$ cat src/rtl/fp_booth_multiplier.sv
// Sequential binary32/bfloat16 multiplier: radix-4 Booth significand engine,
// truncating normalization, flush-to-zero, start/done handshake.
module fp_booth_multiplier (
  input  logic        Clock,
  input  logic        reset,
  input  logic [31:0] A,
  input  logic [31:0] B,
  input  logic        start,
  input  logic        mode,
  output logic [31:0] Product,
  output logic        done
);

  localparam int unsigned SW = 24;   // significand register width
  localparam int unsigned AW = 50;   // signed accumulator width
  localparam int unsigned CW = 4;    // Booth step counter width

  typedef enum logic [2:0] {IDLE, LOAD, MULT, NORM, DONE} state_t;

  state_t              state;
  logic [31:0]         op_a, op_b;
  logic                op_mode;
  logic                sgn, nan_r, inf_r, zero_r, hb_b;
  logic [7:0]          ea, eb;
  logic [SW-1:0]       siga, mplr;
  logic                prev;
  logic signed [AW-1:0] mcand, acc;
  logic [CW-1:0]       cnt;

  // Operand unpacking from the captured registers
  logic          sa_c, sb_c;
  logic [7:0]    ea_c, eb_c;
  logic [22:0]   fa_c, fb_c;
  logic [SW-1:0] siga_c, sigb_c;
  logic          nan_a_c, nan_b_c, inf_a_c, inf_b_c, zero_a_c, zero_b_c;

  always_comb begin
    sa_c     = op_mode ? op_a[15] : op_a[31];
    sb_c     = op_mode ? op_b[15] : op_b[31];
    ea_c     = op_mode ? op_a[14:7] : op_a[30:23];
    eb_c     = op_mode ? op_b[14:7] : op_b[30:23];
    fa_c     = op_mode ? {op_a[6:0], 16'd0} : op_a[22:0];
    fb_c     = op_mode ? {op_b[6:0], 16'd0} : op_b[22:0];
    zero_a_c = (ea_c == 8'd0);
    zero_b_c = (eb_c == 8'd0);
    nan_a_c  = (ea_c == 8'hFF) && (fa_c != 23'd0);
    nan_b_c  = (eb_c == 8'hFF) && (fb_c != 23'd0);
    inf_a_c  = (ea_c == 8'hFF) && (fa_c == 23'd0);
    inf_b_c  = (eb_c == 8'hFF) && (fb_c == 23'd0);
    siga_c   = op_mode ? {16'd0, !zero_a_c, op_a[6:0]} : {!zero_a_c, op_a[22:0]};
    sigb_c   = op_mode ? {16'd0, !zero_b_c, op_b[6:0]} : {!zero_b_c, op_b[22:0]};
  end

  // Radix-4 Booth partial product for the current multiplier triplet
  logic signed [AW-1:0] pp;

  always_comb begin
    pp = '0;
    unique case ({mplr[1:0], prev})
      3'b001, 3'b010: pp = mcand;
      3'b011:         pp = mcand <<< 1;
      3'b100:         pp = -(mcand <<< 1);
      3'b101, 3'b110: pp = -mcand;
      default:        pp = '0;
    endcase
  end

  // The top Booth digit treats the multiplier MSB as a sign; add it back here
  logic signed [AW-1:0] corr, sum;
  logic [47:0]          full, p48;
  logic                 msb;
  logic [22:0]          frac;
  logic signed [9:0]    exp10;
  logic [31:0]          result;
  logic                 unused_bits;

  always_comb begin
    corr = '0;
    if (hb_b)
      corr = op_mode ? $signed({18'd0, siga, 8'd0}) : $signed({2'd0, siga, 24'd0});
    sum   = acc + corr;
    full  = sum[47:0];
    p48   = op_mode ? {full[15:0], 32'd0} : full;
    msb   = p48[47];
    frac  = msb ? p48[46:24] : p48[45:23];
    exp10 = $signed({2'b00, ea}) + $signed({2'b00, eb}) - 10'sd127 + $signed({9'd0, msb});
    unused_bits = ^{sum[49:48], p48[22:0]};

    if (op_mode)
      result = {16'd0, sgn, exp10[7:0], frac[22:16]};
    else
      result = {sgn, exp10[7:0], frac};

    if (nan_r)
      result = op_mode ? 32'h0000_7FC0 : 32'h7FC0_0000;
    else if (inf_r || exp10 >= 10'sd255)
      result = op_mode ? {16'd0, sgn, 8'hFF, 7'd0} : {sgn, 8'hFF, 23'd0};
    else if (zero_r || exp10 <= 10'sd0)
      result = op_mode ? {16'd0, sgn, 15'd0} : {sgn, 31'd0};
  end

  // Control FSM and datapath registers
  always_ff @(posedge Clock or negedge reset) begin
    if (!reset) begin
      state   <= IDLE;
      op_a    <= '0;
      op_b    <= '0;
      op_mode <= 1'b0;
      sgn     <= 1'b0;
      nan_r   <= 1'b0;
      inf_r   <= 1'b0;
      zero_r  <= 1'b0;
      hb_b    <= 1'b0;
      ea      <= '0;
      eb      <= '0;
      siga    <= '0;
      mplr    <= '0;
      prev    <= 1'b0;
      mcand   <= '0;
      acc     <= '0;
      cnt     <= '0;
      Product <= '0;
      done    <= 1'b0;
    end else begin
      unique case (state)
        IDLE: begin
          if (start) begin
            op_a    <= A;
            op_b    <= B;
            op_mode <= mode;
            state   <= LOAD;
          end
        end
        LOAD: begin
          sgn    <= sa_c ^ sb_c;
          ea     <= ea_c;
          eb     <= eb_c;
          nan_r  <= nan_a_c || nan_b_c || (inf_a_c && zero_b_c) || (inf_b_c && zero_a_c);
          inf_r  <= inf_a_c || inf_b_c;
          zero_r <= zero_a_c || zero_b_c;
          siga   <= siga_c;
          hb_b   <= op_mode ? sigb_c[7] : sigb_c[23];
          mcand  <= $signed({26'd0, siga_c});
          mplr   <= sigb_c;
          prev   <= 1'b0;
          acc    <= '0;
          cnt    <= '0;
          state  <= MULT;
        end
        MULT: begin
          acc   <= acc + pp;
          mcand <= mcand <<< 2;
          mplr  <= mplr >> 2;
          prev  <= mplr[1];
          cnt   <= cnt + 4'd1;
          if (cnt == (op_mode ? 4'd3 : 4'd11))
            state <= NORM;
        end
        NORM: begin
          Product <= result;
          done    <= 1'b1;
          state   <= DONE;
        end
        DONE: begin
          if (!start) begin
            done  <= 1'b0;
            state <= IDLE;
          end
        end
        default: state <= IDLE;
      endcase
    end
  end

endmodule

$ cat config.mk
export PLATFORM = sky130hd
export DESIGN_NAME = fp_booth_multiplier
export DESIGN_NICKNAME = d
export VERILOG_FILES = /design/src/rtl/fp_booth_multiplier.sv
export SDC_FILE = /design/constraint.sdc
export NUM_CORES = 1
export LEC_CHECK = 0
export ABC_AREA = 1
export CAP_MARGIN = 10
export CORE_UTILIZATION = 31
export CTS_CLUSTER_DIAMETER = 40
export DETAILED_ROUTE_END_ITERATION = 10
export PLACE_DENSITY = 0.44
export SYNTH_ARGS = -nofsm -noshare
export SYNTH_HDL_FRONTEND = slang
export SYNTH_SLANG_ARGS = --single-unit
export TNS_END_PERCENT = 50
$ cat constraint.sdc
create_clock -name Clock -period 6.4 [get_ports Clock]
set_clock_uncertainty 0.05 [all_clocks]
set_input_delay 1.6 -clock Clock [delete_from_list [all_inputs] [get_ports Clock]]
set_output_delay 1.6 -clock Clock [all_outputs]
set_load 0.005 [all_outputs]
Word level (Yosys, flattened, before mapping)
Index checks and enable logic that the tools add are counted.
Widths: inputs -> output; s select.
- register bits: 275
- memory bits (read-only): 0
- input bits: 68
- memories: 0
- memory bits (writable): 0
- output and inout port bits: 33
- word-level logic and storage cells: 108
- latch bits: 0
- reductions and logical operators: 29
- mux-type cells: 33
- add/subtract/negate cells: 8
- divide/modulo/power cells: 0
- order comparisons: 2
- $mul: 0
- bitwise logic cells: 1
- shift-type cells: 0
- eq/ne operators: 16
- operators with widths (cell ; count):
    $pmux 50 s2 ; 2
    $pmux 50 s4 ; 1
    $mux 32 ; 6
    $mux 48 ; 3
    $neg 50->50 ; 2
    $mux 23 ; 3
    $add 50x50->50 ; 1
    $add 48x48->48 ; 1
    $mux 24 ; 2
    $pmux 24 s2 ; 1
    $logic_not 23->1 ; 2
    $reduce_bool 23->1 ; 2
    $mux 31 ; 1
    $eq 8x8->1 const B ; 2
    $logic_not 8->1 ; 2
    $mux 8 ; 2
    $pmux 3 s5 ; 1
    $eq 3x2->1 const B ; 4
    $eq 3x3->1 const B ; 4
    $add 10x2->10 ; 1
    $ge 10x9->1 const B ; 1
    $le 10x1->1 const B ; 1
    $sub 9x7->10 const B ; 1
    $add 8x8->9 ; 1
    other kinds (18) ; 42

Depth between registers and ports, before layout
- depth in word-level cells: 10
- depth in mapped cells: 43
- gate-level depth less buffers: 38

Worst setup path after synthesis
OpenSTA, ideal clock, no wires.
- path kind: reg-to-reg
- start: register op_mode
- end: register Product[7]
- clock period less this slack: 5086 ps
- data required time: 6234 ps
- path slack: 1314 ps
- stages on the path, launching flop included: 40
- arrival time: 4920 ps
- cells stage by stage: dfrtp_1 -> buf_2 -> clkbuf_1 -> buf_2 -> nand2_1 -> clkbuf_1 -> o22ai_1 -> ha_1 -> nand2_1 -> nor2_2 -> nand2_1 -> nor2_1 -> nand2_1 -> nand3_2 -> nand2_1 -> nand2_1 -> nand2_1 -> nand3_2 -> [... 4 more ...] -> nand2_1 -> ha_1 -> inv_1 -> fa_1 -> inv_1 -> nand3_1 -> nand2_1 -> xor2_1 -> nand2_1 -> nand3b_1 -> nor2_1 -> nand2_1 -> nand2_4 -> inv_2 -> a21oi_1 -> nand2_1 -> nand2_1 -> nand2_1
- longest elaborated chain between the ends: 10
- elaborated cells between the ends (all ways): 16
- those cells by class: add/sub (2); order compare (2); mux (10); reduce/logical (2)
- ends and longest elaborated chain (item ; RTL line ; text):
    from (decl) ; 22 ; logic op_mode;
    from (signal assigned) ; 130 ; op_mode <= mode;
    $mux 48 ; 80 ; corr = op_mode ? $signed({18'd0, siga, 8'd0}) : $signed({2'd0, siga, 24'd0});
    $mux 48 ; 79 ; if (hb_b)
    $add 48x48->48 ; 81 ; sum = acc + corr;
    $mux 48 ; 83 ; p48 = op_mode ? {full[15:0], 32'd0} : full;
    $add 10x2->10 ; 86 ; exp10 = $signed({2'b00, ea}) + $signed({2'b00, eb}) - 10'sd127 + $signed({9'd0, msb});
    $le 10x1->1 ; 98 ; else if (zero_r || exp10 <= 10'sd0)
    $logic_or 1x1->1 ; 98 ;
    $mux 32 ; 98 ;
    $mux 32 ; 96 ; else if (inf_r || exp10 >= 10'sd255)
    $mux 32 (*) ; 94 ; if (nan_r)
    to (signal assigned) ; 160 ; Product <= result;
    to (decl) ; 10 ; output logic [31:0] Product,
Mark *: on every way between the ends. The rest lies on a longest branch, timed or not.
A chain may end at the register's enable or synchronous reset.

Worst setup path after layout
- start: register hb_b
- end: register Product[0]
- longest elaborated chain between the ends: 9
- elaborated cells between the ends (all ways): 13
- those cells by class: add/sub (2); order compare (2); mux (7); reduce/logical (2)
- ends and longest elaborated chain (item ; RTL line ; text):
    from (decl) ; 23 ; logic sgn, nan_r, inf_r, zero_r, hb_b;
    from (signal assigned) ; 142 ; hb_b <= op_mode ? sigb_c[7] : sigb_c[23];
    $mux 48 (*) ; 79 ;
    $add 48x48->48 (*) ; 81 ;
    $mux 48 (*) ; 83 ;
    $add 10x2->10 ; 86 ;
    $le 10x1->1 ; 98 ;
    $logic_or 1x1->1 ; 98 ;
    $mux 32 ; 98 ;
    $mux 32 (*) ; 96 ;
    $mux 32 (*) ; 94 ;
Marked as above.

==> metrics.txt <==
Core Footprint 0.06458 mm²; Post-CTS Setup Inserts 0; pin count of the biggest net entering global routing 128; row count 93; slowest stage delay, CP 530 ps; Vias 20378; PortBufs 100; Syn Area/Cell 6.928 µm²; fin crit share 0.8891; r2r startpoint hb_b; VDD IR-drop max 0.3206 mV; status finished, final reports clean; Yosys cell types 66; Remaining DRCs 0; Max-slew headroom 0.2708; asr flop ratio synth 1.000; Slew Viols, Final 0; CTS clock-pin slew for the worst setup and hold paths 50 ps; Ant. Diodes 0; CP Class flop to flop; Setup crit start kind flop; Max Root-Sink Buffers 3; setup TNS 0 ps; design area 0.02439 mm²; CP Max Fanout 20; Int Power 7418 µW; Post-DRT Antenna Nets 0; Pleak 0.01168 µW; Sw Ratio 0.5094; ys flop type dfrtp_1; CP required 6880 ps; Sink Count 271; critical path arrival 6170 ps; Final GP Congestion 0.9481; DP Wirelength 64870 µm; CTS tree yes; TritonCTS buffer count 59; area of the mapped netlist 0.02031 mm²; most frequent cell on the critical path nand2_1; Buf/Inv on CP 6; DR pass1 iterations 6; nature of the critical path endpoint flop; DRT iter0 DRCs 1517; Clock power frac 0.216; commonest non-fill, non-tap cells in the layout nand2_1 (801), inv_1 (372), nor2_1 (293); critical path depth 36; synthesized flop and latch total 271; Total Nets Final 3203; register area share after synthesis 0.3340; R2R cell count 36; CTS Hold Bufs 0; RSZ-0062 raised after global routing false; Chip Height 257.9 µm; total track usage 0.2427; vias in the first global route 19954; Die Area 0.06653 mm²; total gr overflow 0; fin crit period 5691 ps; hold depth 2; Fmax 175.7 MHz; DP Area 0.02225 mm²; worst-skew pair later-pin latency 630 ps; Post-Route WL 81320 µm; CP delay by family, top simple AND/OR/NAND/NOR gates; Hold Violations, Final 0; CTS-repair resized insts 0; Pwr Density 619.9 mW/mm²; minimum hold slack 427.1 ps; total I/O pin count 101; Hold Crit Start Product[10]; share of cells above drive strength 1 0.07542; Ys Warns 0; Syn Nets 3105; Post-Syn Instances 2931; slowest CP cell inv_1; DIE WIDTH 257.9 µm; Final Setup Violations 0; vias per cell 5.184; clk root buf clkbuf_16; initial antenna violation count 0; first-pass GRT wire length 122900 µm; Logic pwr share 0.582; Area Growth Syn to Fin 20.12%; Tightest Pin Transition 1094 ps; CP Launch Point hb_b; share of power burned in registers 0.202; CTS H-tree depth 2; Finished Core Util 0.3777; WL/cell 20.69 µm; Psw 7702 µW; max-cap violation count 0; starting density of the core 0.3144; min-delay worst type flop to flop; most common cell after layout, fill and taps aside nand2_1; number of enable flip-flop cells after synthesis 0
area by class of cell:
cell class                      count  area, µm²
Fill cell                        6899      40190
Multi-Input combinational cell   2179      11710
Sequential cell                   271       6783
Clock buffer                       74       1653
Inverter                          391       1470
Timing Repair Buffer              127       1221
Tap cell                          855       1070
Clock inverter                     34      490.5
cells in the mapped netlist (11+ instances only):
| cell type | instances | area [µm²] |
|---|---|---|
| a21o_1 | 11 | 82.58 |
| a21oi_1 | 184 | 920.9 |
| a221o_1 | 15 | 150.1 |
| buf_1 | 15 | 56.30 |
| clkbuf_1 | 62 | 232.7 |
| dfrtp_1 | 271 | 6782 |
| ha_1 | 103 | 1289 |
| inv_1 | 374 | 1404 |
| mux2_2 | 19 | 214.0 |
| nand2_1 | 803 | 3014 |
| nand3_1 | 148 | 740.7 |
| nand3b_1 | 19 | 142.6 |
| nand4_1 | 48 | 300.3 |
| nor2_1 | 296 | 1111 |
| nor2_2 | 11 | 68.82 |
| nor3_1 | 31 | 155.2 |
| nor4_1 | 18 | 112.6 |
| o2111ai_1 | 16 | 140.1 |
| o211ai_1 | 22 | 165.2 |
| o21ai_0 | 144 | 720.7 |
| o21ai_1 | 16 | 80.08 |
| o21bai_1 | 20 | 150.1 |
| o221ai_1 | 26 | 227.7 |
| o22ai_1 | 62 | 387.9 |
| xnor2_1 | 14 | 122.6 |
| xor2_1 | 47 | 411.6 |
flip-flops by register name (all words and copies together) (netlist names), 3 cells and up:
signal	flops
op_a	32
cnt	4
op_b	32
acc	48
mcand	48
state	3
Product	32
siga	24
eb	8
mplr	24
ea	8
through the flow:
stage	std cells	total power [µW]	setup slack, ps
final	3931	15120	709.5
after global routing	3931	16340	49.86
after CTS	3931	15160	780.6
after detailed placement	3823	11810	782.9
after global placement	3823	11810	866.8
after floorplan	2931	8797	1314
kinds of logic after synthesis:
group | synth area share
compound gates | 0.1712
xor+xnor | 0.02631
fa+ha+maj | 0.06642
buf+inv | 0.09107
flops | 0.3340
mux | 0.01054
simple gates | 0.3005
metal layers:
layer | share of wire | vias to the layer above | wire length [µm] | GRT usage
met1 | 0.46 | 9729 | 37560 | 0.3329
met4 | 0.028 | 0 | 2278 | 0.07298
met2 | 0.46 | 551 | 37260 | 0.3929
met3 | 0.052 | 109 | 4219 | 0.03583
met5 | 0 | - | 0 | 0
li1 | - | 9989 | - | -
path summary, 6_finish.rpt:
| path | end | slack, ps |
|---|---|---|
| setup / recovery | Product[0] | 710 |
| max in group asynchronous | siga[15] | 4010 |
| hold / removal | Product[10] | 430 |
| min in group asynchronous | mcand[40] | 980 |
| setup reg to reg | Product[0] | 710 |
| hold reg to reg | Product[10] | 430 |
tightest hold or removal path, stage by stage, from the launching register on:
cell and delay, ps:
dfrtp_1 340, nand2_1 60, nand2_1 50
power by group through the flow:
stage	Combinational, µW	Sequential, µW	Clock, µW
after global placement	8720	3090	0
after CTS	8760	3070	3330
final	8810	3050	3260
after detailed placement	8720	3090	0
after global routing	9780	3140	3420
after floorplan	5980	2820	0
Power figures use the tool's default switching activity.
